### src/rtl/spi_temp_ctrl_if.sv
// Bus bundle for the SPI temperature sequencer.
// slave = sequencer side, master = requester/sensor side.
`timescale 1ns/1ps
interface spi_temp_ctrl_if #(
  parameter int DIV_W      = 8,
  parameter int FRAME_BITS = 16
);
  logic [DIV_W-1:0]      div_i;
  logic                  start_i;
  logic                  miso_i;
  logic                  sck_o;
  logic                  cs_n_o;
  logic                  busy_o;
  logic                  done_o;
  logic [FRAME_BITS-1:0] data_o;

  modport master (
    output div_i,
    output start_i,
    output miso_i,
    input  sck_o,
    input  cs_n_o,
    input  busy_o,
    input  done_o,
    input  data_o
  );

  modport slave (
    input  div_i,
    input  start_i,
    input  miso_i,
    output sck_o,
    output cs_n_o,
    output busy_o,
    output done_o,
    output data_o
  );
endinterface

### src/rtl/spi_temp_ctrl.sv
// SPI mode-0 read sequencer: one FRAME_BITS sample per start, MSB first.
// Ports: clk_in, rst_n (async low), bus (div/start/miso in; sck/cs_n/busy/done/data out).
`timescale 1ns/1ps
module spi_temp_ctrl #(
  parameter int DIV_W      = 8,
  parameter int FRAME_BITS = 16,
  parameter int CS_SETUP   = 2,
  parameter int CS_HOLD    = 2
) (
  input  logic             clk_in,
  input  logic             rst_n,
  spi_temp_ctrl_if.slave   bus
);

  localparam int BIT_W  = $clog2(FRAME_BITS + 1);
  localparam int PH_MAX = (CS_SETUP > CS_HOLD) ? CS_SETUP : CS_HOLD;
  localparam int PH_W   = $clog2(PH_MAX + 1);

  typedef enum logic [2:0] {
    IDLE,
    SETUP,
    XFER,
    HOLD,
    DONE
  } state_t;

  state_t                state_q;
  state_t                state_d;
  logic [DIV_W-1:0]      div_q;
  logic [DIV_W-1:0]      cnt_q;
  logic [PH_W-1:0]       ph_q;
  logic [BIT_W-1:0]      bit_q;
  logic                  sck_q;
  logic [FRAME_BITS-1:0] sh_q;
  logic [FRAME_BITS-1:0] data_q;

  logic active;
  logic tick;
  logic start_acc;
  logic setup_end;
  logic xfer_end;
  logic hold_end;

  assign active    = (state_q == SETUP) ||
                     (state_q == XFER)  ||
                     (state_q == HOLD);
  assign tick      = active && (cnt_q == div_q);
  assign start_acc = (state_q == IDLE) && bus.start_i;
  assign setup_end = tick && (ph_q == PH_W'(CS_SETUP - 1));
  assign hold_end  = tick && (ph_q == PH_W'(CS_HOLD - 1));
  // last falling SCK edge: all bits in and sck currently high
  assign xfer_end  = tick && sck_q &&
                     (bit_q == BIT_W'(FRAME_BITS));

  always_ff @(posedge clk_in or negedge rst_n) begin
    if (!rst_n) begin
      state_q <= IDLE;
    end else begin
      state_q <= state_d;
    end
  end

  always_comb begin
    state_d = state_q;
    unique case (state_q)
      IDLE:  if (bus.start_i) state_d = SETUP;
      SETUP: if (setup_end)   state_d = XFER;
      XFER:  if (xfer_end)    state_d = HOLD;
      HOLD:  if (hold_end)    state_d = DONE;
      DONE:                   state_d = IDLE;
      default:                state_d = IDLE;
    endcase
  end

  always_ff @(posedge clk_in or negedge rst_n) begin
    if (!rst_n) begin
      div_q  <= '0;
      cnt_q  <= '0;
      ph_q   <= '0;
      bit_q  <= '0;
      sck_q  <= 1'b0;
      sh_q   <= '0;
      data_q <= '0;
    end else if (start_acc) begin
      div_q <= bus.div_i;
      cnt_q <= '0;
      ph_q  <= '0;
      bit_q <= '0;
      sck_q <= 1'b0;
      sh_q  <= '0;
    end else if (active) begin
      cnt_q <= tick ? '0 : cnt_q + 1'b1;
      unique case (1'b1)
        (state_q == SETUP): begin
          if (tick) ph_q <= setup_end ? '0 : ph_q + 1'b1;
        end
        (state_q == XFER): begin
          if (tick) begin
            sck_q <= ~sck_q;
            // rising edge: sample miso at the same clk edge
            if (!sck_q) begin
              sh_q  <= {sh_q[FRAME_BITS-2:0], bus.miso_i};
              bit_q <= bit_q + 1'b1;
            end
          end
        end
        (state_q == HOLD): begin
          if (tick) ph_q <= ph_q + 1'b1;
          // publish only a complete frame
          if (hold_end) data_q <= sh_q;
        end
        default: ;
      endcase
    end
  end

  assign bus.sck_o  = sck_q;
  assign bus.cs_n_o = ~active;
  assign bus.busy_o = active;
  assign bus.done_o = (state_q == DONE);
  assign bus.data_o = data_q;

endmodule

### src/flat_wrapper.sv
// flat-port wrapper written by rule: the top's interface ports become plain ports
module spi_temp_ctrl_flat 
#(
  parameter int DIV_W      = 8,
  parameter int FRAME_BITS = 16,
  parameter int CS_SETUP   = 2,
  parameter int CS_HOLD    = 2
)
  (clk_in, rst_n, bus_div_i, bus_start_i, bus_miso_i, bus_sck_o, bus_cs_n_o, bus_busy_o, bus_done_o, bus_data_o);
  spi_temp_ctrl_if #(.DIV_W(DIV_W), .FRAME_BITS(FRAME_BITS)) bus_i ();
  input  logic clk_in;
  input  logic rst_n;
  input wire logic [$bits(bus_i.div_i)-1:0] bus_div_i;
  input wire logic [$bits(bus_i.start_i)-1:0] bus_start_i;
  input wire logic [$bits(bus_i.miso_i)-1:0] bus_miso_i;
  output wire logic [$bits(bus_i.sck_o)-1:0] bus_sck_o;
  output wire logic [$bits(bus_i.cs_n_o)-1:0] bus_cs_n_o;
  output wire logic [$bits(bus_i.busy_o)-1:0] bus_busy_o;
  output wire logic [$bits(bus_i.done_o)-1:0] bus_done_o;
  output wire logic [$bits(bus_i.data_o)-1:0] bus_data_o;
  assign bus_i.div_i = bus_div_i;
  assign bus_i.start_i = bus_start_i;
  assign bus_i.miso_i = bus_miso_i;
  assign bus_sck_o = bus_i.sck_o;
  assign bus_cs_n_o = bus_i.cs_n_o;
  assign bus_busy_o = bus_i.busy_o;
  assign bus_done_o = bus_i.done_o;
  assign bus_data_o = bus_i.data_o;
  spi_temp_ctrl #(.DIV_W(DIV_W), .FRAME_BITS(FRAME_BITS), .CS_SETUP(CS_SETUP), .CS_HOLD(CS_HOLD)) u_core (.clk_in(clk_in), .rst_n(rst_n), .bus(bus_i));
endmodule
### config.mk
export PLATFORM = sky130hd
export DESIGN_NAME = spi_temp_ctrl_flat
export DESIGN_NICKNAME = d
export VERILOG_FILES = /design/src/rtl/spi_temp_ctrl_if.sv /design/src/rtl/spi_temp_ctrl.sv /design/src/flat_wrapper.sv
export SDC_FILE = /design/constraint.sdc
export NUM_CORES = 1
export LEC_CHECK = 0
export ABC_CLOCK_PERIOD_IN_PS = 4500
export CAP_MARGIN = 40
export CORE_UTILIZATION = 55
export CTS_CLUSTER_SIZE = 12
export DETAILED_ROUTE_END_ITERATION = 16
export GPL_TIMING_DRIVEN = 1
export PLACE_DENSITY = 0.83
export SKIP_CTS_REPAIR_TIMING = 1
export SLEW_MARGIN = 10
export SYNTH_ARGS = -nofsm -noshare
export SYNTH_HDL_FRONTEND = slang
export SYNTH_SLANG_ARGS = --single-unit
### constraint.sdc
create_clock -name clk_in -period 4.5 [get_ports clk_in]
set_input_delay 0.9 -clock clk_in [delete_from_list [all_inputs] [get_ports clk_in]]
set_output_delay 0.9 -clock clk_in [all_outputs]
set_load 0.02 [all_outputs]
==> results, run 1 <==
- The worst setup path is of the reg2out kind.
- The design draws 1.84 mW.
- The longest clock path from root to sink contains 2 buffers.
- In this run the vertical extent of the chip is 73.3 microns.
- The required time at the worst-slack endpoint is 3600 ps.
- Based on the critical path, the design can be clocked at up to 348 MHz.
- Setup repair after global routing left no endpoint under its margin.
- The worst-case IR drop observed on VDD is 372 uV.
- Headroom to the max-slew limit came out at 45.5%.
- Counting every instance in the synthesized netlist gives 265.
- The finished cells cover 0.00339 sq mm.
- The fraction of final layout cells with drive strength greater than 1 is 16.1%.
- The global placer's final weighted congestion is 0.874.
- The transition time at the pin with the least slew margin is 811 ps.
- The busiest metal layer after global routing is met2.
- The CTS tree is done.
- STA classifies the critical path endpoint as an output pin.
- The iteration-0 DRC count of the detailed router is 226.
- The later pin in the worst-skew pair is clocked with a latency of 340 ps.
- After legalization and detailed placement, the total HPWL measured 3.54 mm.
- In this run the worst path has a maximum fanout of 16.
- Across all layers, the routed design uses 2008 vias.
- The aggregate negative setup slack is 0 ps.
- Once the floorplan was initialized, standard cells occupied 58.0% of the core.
- The number of antenna violations at the first check in global routing came to 0.
- Entering global routing, the biggest net connects 60 pins.
- The cell with the largest stage delay on the worst path is clkdlybuf4s50_1.
- The run finished with clean final reports.
- The remaining antenna violation count is 0.
- The power density over cell area is 544 mW/mm^2.
- The total number of H-tree levels is 3.
- The end-of-flow core utilization is 70.3%.
- The final number of setup-violating endpoints is 0.
- Summed over all cells, the static leakage comes to 1.65 nW.
- The die is 73.3 microns wide.
- The element type at the critical path start is a flip-flop.
- Wires add up to 5.33 mm.
- The placement row count is 25.
- Registers take 0.00148 sq mm.
- The clock slew at the register clock pins of the worst setup and hold paths is 60 ps.
- The global-route wire length before repair is 8.86 mm.
- The die area is 0.00537 sq mm.
- The final critical-path required period is 2880 ps.
- The clock sink count is 59.
- The first detailed-routing pass took 4 iterations.
- The largest single stage delay on the critical path is 690 ps.
- The final worst-path cycle share is 63.9%.
- The placement-stage cell area is 0.00316 sq mm.
- After synthesis the cells add up to 0.00279 sq mm.
- The max-cap check violation count is 0.
- The number of max-slew violations in the final report is 0.
- After synthesis, the mean cell area works out to 10.5 sq um.
- The number of buffer cells added on primary ports is 31.
- The fraction of met2 tracks used by global routing is 32.9%.
- The final layout contains 315 nets.
- The fraction of the yosys area taken by sequential cells is 52.9%.
- The arrival time of the worst setup path is 1980 ps.
- Summing all multi-input logic gate instances after layout gives 0.00121 sq mm.
- The synthesized flop and latch total is 59.
- The clock skew after layout is 7.77 ps.
- The number of different library cells used by synthesis comes to 34.
- The filler cells instantiated in the layout total 366.
- During I/O placement, the number of pins put on the boundary was 32.
- The via count of the first global-routing pass came to 1858.
- Global routing used 22.7% of the available tracks across all layers.
- The met1 usage in global routing is 31.9%.
- Walking the worst path, the cells encountered are o21bai_1, clkdlybuf4s50_1.
- The total congestion overflow after global routing is 0.
- The average vias per placed instance is 5.41.
- The floorplan core area is 0.00482 sq mm.
- The net count of the mapped netlist is 281.
- The final hold violation count was 0.
- The tightest min-delay check is of the reg2reg type.
- The Yosys warning count is 0.
- In the final routed layout, each cell accounts on average for 14.4 microns.
- The CTS buffer count is 9.
- The residual DRC count is 0.
- The global-route track usage on met3 is 6.72%.
- The number of antenna diodes in the final layout is 0.
- The tree is rooted in a clkbuf_8.
- From synthesis to final layout, the design area changed by 21.3%.
==> metal layers <==
layer / up-vias / routed length (microns)
li1: 965 / -
met1: 970 / 2620
met2: 65 / 2360
met3: 8 / 282
met4: 0 / 67
met5: - / 0
==> state kept, by name, indices dropped and copies added (netlist names) <==
name / count
u_core.div_q: 8
u_core.bus.sck_o: 1
u_core.cnt_q: 8
u_core.ph_q: 2
u_core.sh_q: 16
u_core.state_q: 3
u_core.bus.data_o: 16
u_core.bit_q: 5
==> per-stage QoR <==
stage               hold WS (ps)  setup slack [ps]  cells
finish                       505              1620    371
CTS                          504              1630    371
global route                 525              1570    371
global placement             485              1660    354
floorplan                    465              2130    265
detailed placement           488              1760    355
==> cells by family after synthesis <==
family,after synthesis,share of synthesized area [%]
flip-flops,59,52.9
adder cells (fa/ha/maj),4,1.79
AO/OA/AOI/OAI,21,4.44
AND/OR/NAND/NOR,105,18.2
buffers and inverters,26,4.08
XOR/XNOR,8,2.51
multiplexers,42,16.1
==> critical path: cells and delay by family, from the launching register on <==
| kind | cells | cell delay, ps |
|---|---|---|
| AO/OA/AOI/OAI | 1 | 300 |
| flip-flops | 1 | 650 |
| buffers and inverters | 1 | 690 |
==> final timing paths <==
path / start / end / slack (ps) / cells after the start
worst max-delay path: u_core.state_q[2] / bus_cs_n_o / 1620 / 2
min in group asynchronous: rst_n / u_core.div_q[4] / 700 / 2
max in group asynchronous: rst_n / u_core.state_q[2] / 3320 / 2
worst max register to register: u_core.cnt_q[3] / u_core.bus.data_o[14] / 1830 / 5
worst min register to register: u_core.bus.data_o[4] / u_core.bus.data_o[4] / 510 / 1
worst min-delay path: u_core.bus.data_o[4] / u_core.bus.data_o[4] / 510 / 1
==> power by group <==
group / total (mW) / internal [mW] / switching, mW
sequential: 0.827 / 0.675 / 0.152
combinational: 0.467 / 0.208 / 0.259
clock: 0.551 / 0.341 / 0.210
==> cell usage after synthesis, drive strengths merged <==
cell	count	area, sq um
dfrtp	59	1480
nand2	53	199
mux2	24	270
mux2i	18	180
nor2	15	56.3
inv	14	52.6
clkbuf	9	33.8
nor3	8	40.0
o21ai	7	35.0
a21oi	6	30.0
nand2b	6	37.5
nand4	5	37.5
ha	4	50.1
nand3	4	20.0
xnor2	4	35.0
xor2	4	35.0
buf	3	27.5
nor2b	3	18.8
nor4	3	33.8
o31ai	3	22.5
nor3b	2	15.0
o22ai	2	12.5
and4	1	8.76
nand4b	1	8.76
nor4b	1	8.76
o21a	1	7.51
o21bai	1	7.51
o32ai	1	8.76
or2	1	6.26
or4	1	7.51
or4b	1	10.0
==> layout by cell type, fill, tap and decap left out, types with 2 or more instances in the layout <==
master and n:
nor4_1 2, ha_1 4, o31ai_1 3, xnor2_1 4, nor2_1 15, nor3b_1 2
nand3_1 4, mux2_2 24, clkbuf_8 11, o22ai_1 2, dfrtp_1 59, nor2b_1 3
inv_1 14, buf_4 3, o21ai_0 7, mux2i_1 18, nand2_1 53, nor3_1 8
xor2_1 4, clkdlybuf4s50_1 30, bufinv_16 2, nand4_1 4, nand2b_1 6, a21oi_1 6
==> cell type report <==
type	count	share of cell area [%]
Tap cell	67	2.47
Inverter	14	1.55
Multi-Input combinational cell	180	35.7
Sequential cell	59	43.6
Clock buffer	12	4.58
Clock inverter	4	2.14
Timing Repair Buffer	35	10.0
Note: power is estimated with default switching activity, not from simulation.
==> inputs of run 2 (changes only) <==
--- a/config.mk
+++ b/config.mk
@@ -5,13 +5,13 @@
 export SDC_FILE = /design/constraint.sdc
 export NUM_CORES = 1
 export LEC_CHECK = 0
-export ABC_CLOCK_PERIOD_IN_PS = 4500
+export ABC_CLOCK_PERIOD_IN_PS = 2350
 export CAP_MARGIN = 40
-export CORE_UTILIZATION = 55
+export CORE_UTILIZATION = 50
 export CTS_CLUSTER_SIZE = 12
 export DETAILED_ROUTE_END_ITERATION = 16
 export GPL_TIMING_DRIVEN = 1
-export PLACE_DENSITY = 0.83
+export PLACE_DENSITY = 0.8
 export SKIP_CTS_REPAIR_TIMING = 1
 export SLEW_MARGIN = 10
 export SYNTH_ARGS = -nofsm -noshare
==> constraint.sdc (replaced) <==
create_clock -name clk_in -period 2.35 [get_ports clk_in]
set_input_delay 0.47 -clock clk_in [delete_from_list [all_inputs] [get_ports clk_in]]
set_output_delay 0.47 -clock clk_in [all_outputs]
set_load 0.02 [all_outputs]
==> run 2 against run 1 <==
Compared with the run above: register-to-register slack got worse by 1600 ps; die area increased by 9.7%; non-clock buffer count rose by 8; critical path depth unchanged; global-route usage down 2.2 points; via count increased by 1.2%; setup slack worse by 1500 ps; sequential share of layout area shrank 1.1 points; sequential power rose by 91%; wire length increased by 1.7%; flip-flop and latch count is the same; critical path type unchanged; largest power group unchanged.
==> results, run 2 (synthesized netlist as in run 1, its figures left out) <==
- The first global-routing pass estimated 9.14 mm of wire.
- In this run the core area contains 26 standard-cell rows.
- In the routed design, unresolved DRC markers number 0.
- In this run the tightest slew margin relative to its limit is 69.0%.
- Entering global routing, the biggest net connects 60 pins.
- The flow ran to the end, and the final reports show no timing, DRC or antenna violations.
- IR analysis of the VDD net gives a maximum drop of 664 uV.
- For this run, the detailed router's first-pass iteration total came to 4.
- The maximum fanout along the worst path is 10.
- The max-cap check violation count is 0.
- The endpoint kind of the worst setup timing path is an output pin.
- The layout-stage area growth over the synthesis result is 24.4%.
- The buffer levels on the longest clock path is 2.
- The remaining antenna violation count is 0.
- In the global route stage, overall resource usage came out at 20.4%.
- The leakage power summed over all cells is 1.69 nW.
- The average vias per placed instance is 5.32.
- Input and output buffers added on the ports amount to 31.
- The number of antenna violations at the first check in global routing is 0.
- Once the floorplan was initialized, standard cells occupied 53.3% of the core.
- For this block, the initial DRC count from the detailed router was 119.
- The min-delay analysis places its worst path in the category in2async.
- TritonCTS built the clock tree.
- The signal on the critical path passes through o21bai_2, clkdlybuf4s50_1.
- The overall via count from detail_route is 2032.
- The worst setup slack after layout is 105 ps.
- The final worst-path cycle share is 95.5%.
- Clock-pin slew was measured on the worst setup and hold paths at 70 ps.
- For the pin with the worst max-slew slack, the measured transition is 463 ps.
- In the final layout, flip-flops and latches occupy 0.00148 sq mm.
- Power spread over the standard cell area amounts to 1030 mW/mm^2.
- The required time at the worst-slack endpoint is 1880 ps.
- Leaving out fill and tap cells, the most frequent cells in the layout are dfrtp_1 (59), nand2_1 (53), clkdlybuf4s50_1 (30).
- In this run the cell area measured after placement is 0.00325 sq mm.
- The clock tree root buffer cell is clkbuf_8.
- In the final layout, the multi-input gates occupy 0.00121 sq mm.
- The net count of the finished layout is 323.
- Clock tree synthesis found a total of 59 sinks.
- Setup repair after global routing left no endpoint under its margin.
- The global placer's final weighted congestion is 0.868.
- The total congestion overflow after global routing is 0.
- The via count of the first global-routing pass is 1972.
- Summing all non-filler instances in the final layout gives an area of 0.00347 sq mm.
- The peak clock frequency supported by timing is 446 MHz.
- The final number of setup-violating endpoints is 0.
- After legalization and detailed placement, the total HPWL measured 3.54 mm.
- The number of max-slew violations in the final report is 0.
- The most common library cell in the layout ignoring fill and taps is dfrtp_1.
- OpenSTA, run right after detailed placement, puts the worst setup slack at 248 ps.
- Data arrives at the worst endpoint at 1770 ps.
- For the worst-skew pair, the clock arrives at the later sink with an insertion delay of 350 ps.
- The die area is 0.00589 sq mm.
- The final hold violation count was 0.
- In this run, CTS created clock tree buffers numbering 9.
- In this run the standard cell core region covers 0.00524 sq mm.
- The largest individual stage delay along the critical path comes from the cell clkdlybuf4s50_1.
- The post-route netlist has 18.9% of its cells at a drive strength greater than 1.
- The routed wirelength normalized by instance count is 14.2 microns.
- Counting the fill cells in the layout gives 416.
- The worst path in the final design needs a cycle of 2240 ps, including I/O delays and setup.
- The total number of H-tree levels is 3.
- The vertical extent of the die is 76.7 microns.
- Wires add up to 5.42 mm.
- The number of antenna diodes in the final layout is 0.
- The class of the most critical setup path is reg2out.
- STA classifies the critical path startpoint as a flip-flop.
- 32 I/O pins were placed.
- On the worst path, the slowest cell contributes a delay of 650 ps.
- The number of buffers and inverters on the critical path is 1.
- The die width is 76.7 microns.
- The clock skew after layout is 8.40 ps.
- The kind of cell with the highest combined delay along the critical path is buffers and inverters.
-- run 2: cell type report --
class / instances / area share [%]
clock buffers: 9 / 3.57
multi-input cells: 180 / 34.9
clock inverters: 7 / 2.88
flip-flops and latches: 59 / 42.5
repair buffers: 43 / 12.1
well taps: 70 / 2.52
inverters: 14 / 1.51
-- run 2: path summary, 6_finish.rpt --
kind / from / depth (start not counted) / to / slack [ps]
min in group clk_in: u_core.div_q[1] / 2 / u_core.div_q[1] / 500
worst min register to register: u_core.div_q[1] / 2 / u_core.div_q[1] / 500
worst min-delay path: rst_n / 2 / u_core.cnt_q[4] / 120
worst max-delay path: u_core.state_q[1] / 2 / bus_cs_n_o / 110
worst max register to register: u_core.cnt_q[3] / 5 / u_core.bus.data_o[9] / 260
max in group asynchronous: rst_n / 2 / u_core.bus.data_o[4] / 1970
-- run 2: worst reg2reg max path: stages, from the launching register on --
cell     delay [ps]
dfrtp_1         440
xor2_1          200
or4_1           590
nor4_4          210
buf_12          200
mux2_2          340
-- run 2: layer usage --
metal	vias to the layer above	GRT usage, %	routed length, microns
li1	988	-	-
met1	974	27.0	2510
met2	56	29.9	2470
met3	14	5.71	293
met4	0	12.1	157
met5	-	0	0
-- run 2: power by group --
part	internal, mW	switching [mW]
sequential	1.29	0.292
combinational	0.448	0.528
clock	0.601	0.430
total	2.34	1.25
-- run 2: per-stage QoR --
stage | cells | total power, mW | hold slack [ps] | TNS [ps] | util [%]
2_1_floorplan | 265 | 2.21 | 174 | 0 | -
3_3_place_gp | 366 | 2.50 | 483 | 0 | 62.0
3_5_place_dp | 366 | 2.56 | 484 | 0 | 62.0
4_1_cts | 382 | 3.61 | 120 | -12.2 | 66.2
5_1_grt | 382 | 3.81 | 143 | 0 | 66.3
6_report | 382 | 3.59 | 119 | 0 | 66.3
